<file path="src/rtl/seg_scan_ctrl_pkg.sv">
// Shared display constants: field widths, blank pattern and the hex-to-segment table.
package seg_scan_ctrl_pkg;

    localparam int unsigned NIB_W  = 4;
    localparam int unsigned SEG_W  = 7;
    localparam int unsigned ADDR_W = 3;

    // Active-low segments, bit6=a ... bit0=g; all ones turns every segment off.
    localparam logic [SEG_W-1:0] BLANK_PAT = 7'b1111111;

    localparam logic [SEG_W-1:0] HEX7_LUT [16] = '{
        7'b0000001, 7'b1001111, 7'b0010010, 7'b0000110,
        7'b1001100, 7'b0100100, 7'b0100000, 7'b0001111,
        7'b0000000, 7'b0000100, 7'b0001000, 7'b1100000,
        7'b1110010, 7'b1000010, 7'b0110000, 7'b0111000
    };

endpackage

</file>
<file path="src/rtl/seg_scan_ctrl_hex7_dec.sv">
// Combinational hex nibble to active-low 7-segment decoder.
module hex7_dec
    import seg_scan_ctrl_pkg::*;
(
    input  logic [NIB_W-1:0] nib_i,
    output logic [SEG_W-1:0] seg_o
);

    assign seg_o = HEX7_LUT[nib_i];

endmodule

</file>
<file path="src/rtl/seg_scan_ctrl.sv">
// Multiplexed 7-segment scan controller with a host shadow bank that is
// transferred to the scanned display bank only on frame boundaries.
module seg_scan_ctrl
    import seg_scan_ctrl_pkg::*;
#(
    parameter int unsigned NDIG  = 8,
    parameter int unsigned DIV   = 50000,
    parameter int unsigned BLANK = 4
) (
    input  logic              clk,
    input  logic              rst,
    input  logic              wr_valid,
    output logic              wr_ready,
    input  logic [ADDR_W-1:0] wr_addr,
    input  logic [NIB_W-1:0]  wr_data,
    input  logic              commit,
    input  logic [NDIG-1:0]   digit_en,
    output logic [NDIG-1:0]   an,
    output logic [SEG_W-1:0]  seg,
    output logic              busy,
    output logic              frame_start
);

    localparam int unsigned CNT_W = $clog2(DIV);
    localparam int unsigned IDX_W = $clog2(NDIG);

    logic [CNT_W-1:0] cnt_q, cnt_d;
    logic [IDX_W-1:0] idx_q, idx_d;
    logic             busy_q, busy_d;
    logic [NDIG-1:0]  an_q, an_d;
    logic [SEG_W-1:0] seg_q, seg_d;
    logic             frame_start_q, frame_start_d;
    logic [NIB_W-1:0] shadow_q [NDIG];
    logic [NIB_W-1:0] disp_q   [NDIG];

    logic             slot_end_c;
    logic             frame_end_c;
    logic             wr_fire_c;
    logic             commit_fire_c;
    logic             blank_c;
    logic [NIB_W-1:0] cur_nib_c;
    logic [SEG_W-1:0] dec_seg_c;

    hex7_dec u_dec (
        .nib_i (cur_nib_c),
        .seg_o (dec_seg_c)
    );

    // Prescaler, digit index, commit handshake and next output values.
    always_comb begin
        slot_end_c    = (cnt_q == CNT_W'(DIV - 1));
        frame_end_c   = slot_end_c && (idx_q == IDX_W'(NDIG - 1));
        wr_fire_c     = wr_valid && !busy_q;
        commit_fire_c = commit && !busy_q;
        blank_c       = (cnt_q < CNT_W'(BLANK));
        cur_nib_c     = disp_q[idx_q];

        cnt_d = slot_end_c ? '0 : cnt_q + CNT_W'(1);
        idx_d = idx_q;
        if (slot_end_c) begin
            idx_d = (idx_q == IDX_W'(NDIG - 1)) ? '0 : idx_q + IDX_W'(1);
        end

        // A commit landing on the boundary cycle sees busy_q=0, so it waits a full frame.
        busy_d = busy_q;
        if (frame_end_c && busy_q) begin
            busy_d = 1'b0;
        end else if (commit_fire_c) begin
            busy_d = 1'b1;
        end

        an_d  = '1;
        seg_d = BLANK_PAT;
        if (!blank_c) begin
            seg_d = dec_seg_c;
            if (digit_en[idx_q]) begin
                an_d = ~(NDIG'(1) << idx_q);
            end
        end
        frame_start_d = frame_end_c;
    end

    always_ff @(posedge clk or posedge rst) begin
        if (rst) begin
            cnt_q         <= '0;
            idx_q         <= '0;
            busy_q        <= 1'b0;
            an_q          <= '1;
            seg_q         <= BLANK_PAT;
            frame_start_q <= 1'b0;
            for (int unsigned i = 0; i < NDIG; i++) begin
                shadow_q[i] <= '0;
                disp_q[i]   <= '0;
            end
        end else begin
            cnt_q         <= cnt_d;
            idx_q         <= idx_d;
            busy_q        <= busy_d;
            an_q          <= an_d;
            seg_q         <= seg_d;
            frame_start_q <= frame_start_d;
            // Full-width address compare drops writes to digits that do not exist.
            for (int unsigned i = 0; i < NDIG; i++) begin
                if (wr_fire_c && (wr_addr == ADDR_W'(i))) begin
                    shadow_q[i] <= wr_data;
                end
                if (frame_end_c && busy_q) begin
                    disp_q[i] <= shadow_q[i];
                end
            end
        end
    end

    assign wr_ready    = ~busy_q;
    assign busy        = busy_q;
    assign an          = an_q;
    assign seg         = seg_q;
    assign frame_start = frame_start_q;

endmodule

</file>
<file path="config.mk">
export PLATFORM = sky130hd
export DESIGN_NAME = seg_scan_ctrl
export DESIGN_NICKNAME = d
export VERILOG_FILES = /design/src/rtl/seg_scan_ctrl_pkg.sv /design/src/rtl/seg_scan_ctrl_hex7_dec.sv /design/src/rtl/seg_scan_ctrl.sv
export SDC_FILE = /design/constraint.sdc
export NUM_CORES = 1
export LEC_CHECK = 0
export BUFFER_PORTS_ARGS = -buffer_cell sky130_fd_sc_hd__buf_2
export CAP_MARGIN = 25
export CORE_ASPECT_RATIO = 1.1
export CORE_MARGIN = 2
export CORE_UTILIZATION = 60
export DETAILED_ROUTE_END_ITERATION = 10
export PLACE_DENSITY = 0.87
export SLEW_MARGIN = 20
export SYNTH_ARGS = -nofsm -noshare
export SYNTH_HDL_FRONTEND = slang
export SYNTH_HIERARCHICAL = 1
export SYNTH_SLANG_ARGS = --single-unit
</file>
<file path="constraint.sdc">
create_clock -name clk -period 7.6 [get_ports clk]
set_clock_uncertainty 0.05 [all_clocks]
set_input_delay 0.38 -clock clk [delete_from_list [all_inputs] [get_ports clk]]
set_output_delay 0.38 -clock clk [all_outputs]
set_load 0.05 [all_outputs]
</file>
======== Word-level counts from Yosys, hierarchy flattened ========
Memory sizes are Yosys's and may differ from the RTL's.
Index checks and enable logic that the tools add are counted.
cells by class
  add/sub/neg operators ................... 2
  order comparisons ....................... 4
  equal/unequal tests ..................... 9
  shift-type cells ........................ 1
  muxes and demuxes ....................... 14
  bitwise logic cells ..................... 4
  reduce and logical (&&, ||, !) cells .... 15
operators by type and width
  kind                   count
  $mux 7                 3
  $add 16x1->16 const B  1
  $eq 16x16->1 const B   1
  $lt 16x3->1 const B    1
  $mux 16                1
  $mux 8                 2
  $eq 3x3->1 const B     5
  $bmux 4 s3             1
  $logic_and 1x1->1      12
  $mux 4                 2
  $not 8->8              1
  $shl 1x3->8 const A    1
  $eq 3x2->1 const B     2
  $ge 5x5->1 const B     1
  $not 4->5              1
  $ge 4x4->1 const B     1
  $lt 3x4->1 const B     1
  $not 3->4              1
  $add 3x1->3 const B    1
  $bmux 1 s3             1
  $eq 3x1->1 const B     1
  $logic_not 3->1        1
  $mux 1                 3
  $mux 3                 1
  3 further kinds        3
word-level totals
  register bits after elaboration ......... 100
  memory bits (read-only) ................. 112
  bits of input ports ..................... 19
  output and inout bits ................... 18
  logic and storage cells ................. 72
  memories kept ........................... 1
memories
  name              words  bits a word  rd ports  clocked after Yosys merged registers in  wr ports  line                         RTL
  (name not given)  16     7            1         0                                        0         seg_scan_ctrl_hex7_dec.sv:9  assign seg_o = HEX7_LUT[nib_i];

======== Longest topological paths before layout ========
  depth in word-level cells ............... 9
  gate-level depth with buffers ........... 10
  mapped depth without buffers ............ 9

======== Hierarchy ========
The synthesis kept the hierarchy.
by module, submodules not included
  module         times used  cells an instance  area each (um^2)  seq. area each (um^2)
  seg_scan_ctrl  1           303                4364.2            2521.2
  hex7_dec       1           31                 237.7             0.0

======== Worst setup path before layout ========
Ideal clock, no wire load.
  kind .................................... reg2reg
  start ................................... register idx_q[0]
  end ..................................... register seg_q[6] (netlist: seg[6])
  setup time .............................. 80 ps
  arrival ................................. 2471 ps
  required time ........................... 7470 ps
  path slack .............................. 4999 ps
  cell stages (with the launch flop) ...... 8
  path buffers ............................ 1
  clock period less this slack ............ 2601 ps
  path through ............................ dfrtp_1 > buf_1 > mux4_2 > nand2_1 > nand2_1 > ha_1 > mux4_2 > nand2b_1
between the ends
  word-level cells in the longest chain between the ends .. 9
RTL lines
  what                                       line                         RTL
  start, declared                            seg_scan_ctrl.sv:28          logic [IDX_W-1:0] idx_q, idx_d;
  start signal, assigned                     seg_scan_ctrl.sv:97          idx_q <= idx_d;
  $not 3->4 (not written as such)            seg_scan_ctrl.sv:56          cur_nib_c = disp_q[idx_q];
  $bmux 4 s3                                 seg_scan_ctrl.sv:56
  $mux 4 (not written as such) (2 in a row)  seg_scan_ctrl.sv:56
  via cur_nib_c[0]                           seg_scan_ctrl.sv:41          logic [NIB_W-1:0] cur_nib_c;
  $not 4->5 (not written as such)            seg_scan_ctrl_hex7_dec.sv:9
  $mem_v2 16x7                               n/a
  $mux 7 (not written as such) (2 in a row)  seg_scan_ctrl_hex7_dec.sv:9
  via dec_seg_c[6]                           seg_scan_ctrl.sv:42          logic [SEG_W-1:0] dec_seg_c;
  $mux 7                                     seg_scan_ctrl.sv:74          if (!blank_c) begin
  via seg_d[6]                               seg_scan_ctrl.sv:31          logic [SEG_W-1:0] seg_q, seg_d;
  end signal, assigned                       seg_scan_ctrl.sv:100         seg_q <= seg_d;
  end, declared                              seg_scan_ctrl.sv:31
The timed path passes the listed nets, and every way through them passes these cells. The select of a mux whose other input is x is not followed.
A chain may end at the register's enable or synchronous reset.

======== Final worst setup path ========
  start ................................... register cnt_q[13]
  end ..................................... register disp_q[31] (netlist bit)
between the ends
  word-level cells in the longest chain between the ends .. 3
RTL lines
  what                           line                  RTL
  start, declared                seg_scan_ctrl.sv:27   logic [CNT_W-1:0] cnt_q, cnt_d;
  start signal, assigned         seg_scan_ctrl.sv:96   cnt_q <= cnt_d;
  $eq 16x16->1                   seg_scan_ctrl.sv:51   slot_end_c = (cnt_q == CNT_W'(DIV - 1));
  $logic_and 1x1->1              seg_scan_ctrl.sv:52   frame_end_c = slot_end_c && (idx_q == IDX_W'(NDIG - 1));
  $logic_and 1x1->1              seg_scan_ctrl.sv:107  if (frame_end_c && busy_q) begin
  end signal, assigned by index  seg_scan_ctrl.sv:108  disp_q[i] <= shadow_q[i];
  end, declared                  seg_scan_ctrl.sv:34   logic [NIB_W-1:0] disp_q [NDIG];
No other way between the ends.

==> impl_metrics.csv <==
group,metric,value,unit
run_status,outcome,"finished clean",
grt,grt_overflow,0,
floorplanning,dieArea,8390,um2
clock_tree,clk_path_buf_depth,2,
worst_setup_path,r2r_cells,4,
clock_tree,insertion_delay,0.37,ns
power,leakagePower,0.00240,uW
synth,yosys-top-cells-area,"dfrtp_1 (46%), dfstp_2 (8.6%), mux2_2 (8.6%), mux2_4 (6.5%), mux4_2 (5.4%)",
synth,yosys-top-cells-count,"dfrtp_1 (85), mux2_2 (35), nand2_1 (25), mux2_4 (20), dfstp_2 (15)",
worst_setup_path,cp_max_fo,33,
synth,netlist_instances,334,
synth,yosys.cell_count.top_type,"dfrtp_1",
clock_tree,cts_tree,"yes",
placed_design,dpl-instance-area,4800,um2
timing,report.final.slew_viol_count,0,
detailed_routing,drt-wirelength-per-cell,16.8,um
clock_tree,post_cts_buffers,0,
power,p_clk_share,36.1,%
grt,grt_first_pass_wirelength,13300,um
floorplanning,start_util,61.9,%
placed_design,portBuffers,36,
timing,tightest_slew,0.944,ns
timing,report.final.setup_viol,0,
worst_setup_path,regToRegStartpoint,"cnt_q[13]$_DFF_PP0_",
synth,ys_async_sr_fraction,100,%
worst_setup_path,r2r_setup_slack,4.36,ns
detailed_routing,wl,7820,um
synth,synth-edff-count,0,
synth,yosysSeqAreaShare,54.8,%
final_layout,area_growth,9.08,%
clock_tree,cts_htree_levels,3,
detailed_routing,drt_iter0_markers,162,
clock_tree,hold_buffers,1,
clock_tree,cts-resized-gates,0,
synth,syn-cell-area,4600,um2
worst_setup_path,endpoint,"disp_q[31]$_DFFE_PP0P_",
power,power_frac_comb,3.2,%
clock_tree,cts_root_buf,"clkbuf_8",
final_layout,drive_gt1_share,37.6,%
worst_setup_path,critPathLaunchType,"register",
worst_setup_path,cp_cell_sequence,"or4_4, nor4_4, and3_2, mux2_2",
clock_tree,path_clk_slew,0.10,ns
final_layout,final_area,5020,um2
grt,antenna_found_initial,0,
clock_tree,cts_buffers,9,
worst_setup_path,arrival,3.45,ns
timing,fin_setup_tns,0,ns
timing,rsz0062_at_grt,"no",
power,seqPwrFrac,60.7,%
grt,grt_pass1_vias,2703,
final_layout,post-route-util,67.5,%
detailed_routing,first_pass_iters,4,
worst_setup_path,r2r_end,"disp_q[31]$_DFFE_PP0P_",
timing,hold_violations,0,
final_layout,layout.nets,405,
floorplanning,core,7430,um2
floorplanning,fp.dieW,87.5,um
grt,grt_use_total,21.0,%
detailed_routing,via_per_inst,5.75,
worst_setup_path,startpoint,"cnt_q[13]$_DFF_PP0_",
synth,synth_area_leader_cell,"dfrtp_1",
final_layout,n_antenna_cell,0,
worst_setup_path,worst_path_max_delay_cell,"and3_2",
synth,yosysTopAreaCellShare,46.2,%
synth,ys_ff_latch,100,
placed_design,place_hpwl,5490,um
synth,yosys.cell_types.count,44,
timing,slew_headroom,37.1,%
hold_path,hold_path_class,"primary input to register",
worst_setup_path,critPathBufInv,0,
placed_design,gp_congestion,0.852,
floorplanning,row_count,33,
worst_setup_path,critical-path-top-delay-family,"simple AND/OR/NAND/NOR gates",
grt,grt_max_degree,78,
power,peakVddDrop,0.101,mV
timing,fin_crit_sh,42.7,%
detailed_routing,postRouteAntennaNets,0,
worst_setup_path,end_kind,"register",
synth,ys_warn_count,6,
synth,synthFlopType,"dfrtp_1",
power,power_switching,214,uW
timing,max_freq,0.308,GHz
run,maxCapViolCount,0,
detailed_routing,route.vias.total,2673,
detailed_routing,drc_errors,0,
worst_setup_path,crit_required,7.80,ns
worst_setup_path,cp_num_cells,4,
clock_tree,clock_sinks,100,
floorplanning,io_pins,37,
floorplanning,die-height,95.9,um
worst_setup_path,crit_path_max_incr_delay,0.94,ns
synth,syn-num-nets,366,
worst_setup_path,path_class,"register to register",
power,power_density,177,nW/um2
synth,avgSynthCellArea,13.8,um2
final_layout,fillCellCount,548,
timing,finalCriticalPeriod,3.24,ns
power,internal_power,675,uW
power,swShare,24.1,%
-- power by group through the flow --
stage | combinational, uW | sequential (uW) | clock, uW
6_report | 28.1 | 540 | 321
5_1_grt | 32.1 | 541 | 354
4_1_cts | 27.6 | 540 | 331
3_5_place_dp | 27.1 | 550 | 0
3_3_place_gp | 25.8 | 550 | 0
2_1_floorplan | 14.4 | 550 | 0
-- sequential cells by signal, summed over array words and instances, names as in the netlist --
register / count
frame_start: 1
cnt_q: 16
busy: 1
disp_q: 32
shadow_q: 32
idx_q: 3
seg: 7
an: 8
-- placed cells by master (no fill, tap or decap), types with 3 or more instances in the layout --
master    netlist  final
mux2_1          9      9
and3_1          4      3
clkbuf_8        0      9
mux2_4         20     20
o21ai_0         5      5
nand3b_1        5      5
inv_1           7      6
and2_1          4      4
or4_1           4      4
a21oi_1         7      7
buf_2           1     36
nand3_1        12     12
mux4_2         11     11
dfstp_2        15     15
nor2_1         13     13
xor2_1          6      6
nand2b_1        8      8
xnor2_1         5      5
dfrtp_1        85     85
ha_1           13     13
or3_1           3      3
nor3b_1         3      3
nand4_1         7      7
mux2_2         35     35
nand2_1        25     25
-- worst reg2reg max path, delay by kind of cell (launching register included) --
kind,cells,cell delay (ns)
flip-flops,1,0.43
multiplexers,1,0.43
AND/OR/NAND/NOR,3,2.21
-- kinds of logic after synthesis --
| logic type | count (synthesis) | synth area share, % |
|---|---|---|
| flops | 100 | 54.8 |
| simple gates | 97 | 11.5 |
| mux | 77 | 23.1 |
| buf+inv | 19 | 2.85 |
| compound gates | 17 | 2.09 |
| fa+ha+maj | 13 | 3.53 |
| xor+xnor | 11 | 2.09 |
-- layer usage --
layer,global-route usage [%],part of all wire (%),up-vias
met3,5.06,3.8,11
met2,34.8,50,69
li1,-,-,1260
met4,6.54,1.4,0
met1,27.4,45,1333
met5,0,0,-
-- stage by stage --
step | power [uW] | hold slack (ns) | setup slack [ns] | instances
after global routing | 927 | 0.174 | 4.18 | 465
final | 889 | 0.170 | 4.36 | 465
after detailed placement | 577 | 0.297 | 4.37 | 447
after floorplan | 565 | 0.375 | 4.58 | 334
after CTS | 898 | 0.158 | 4.37 | 464
after global placement | 576 | 0.290 | 4.44 | 447
-- layout make-up --
class,count,area [um2],share of cell area [%]
clock inverter,7,65.1,1.30
sequential,100,2520,50.2
timing repair buffer,39,218,4.34
tap,87,109,2.17
multi-input combinational,215,1950,38.9
clock buffer,9,124,2.47
inverter,8,32.5,0.648
-- how the worst min path moves through the flow --
stage	startpoint	to	slack [ns]	cells past startpoint
3_5_place_dp	rst	cnt_q[5]$_DFF_PP0_	0.30	2
6_report	commit	busy$_DFFE_PP0P_	0.17	3
3_3_place_gp	rst	cnt_q[5]$_DFF_PP0_	0.29	2
4_1_cts	commit	busy$_DFFE_PP0P_	0.16	3
5_1_grt	commit	busy$_DFFE_PP0P_	0.17	3
2_1_floorplan	cnt_q[0]$_DFF_PP0_	cnt_q[0]$_DFF_PP0_	0.38	1
(Power assumes the default switching activity.)
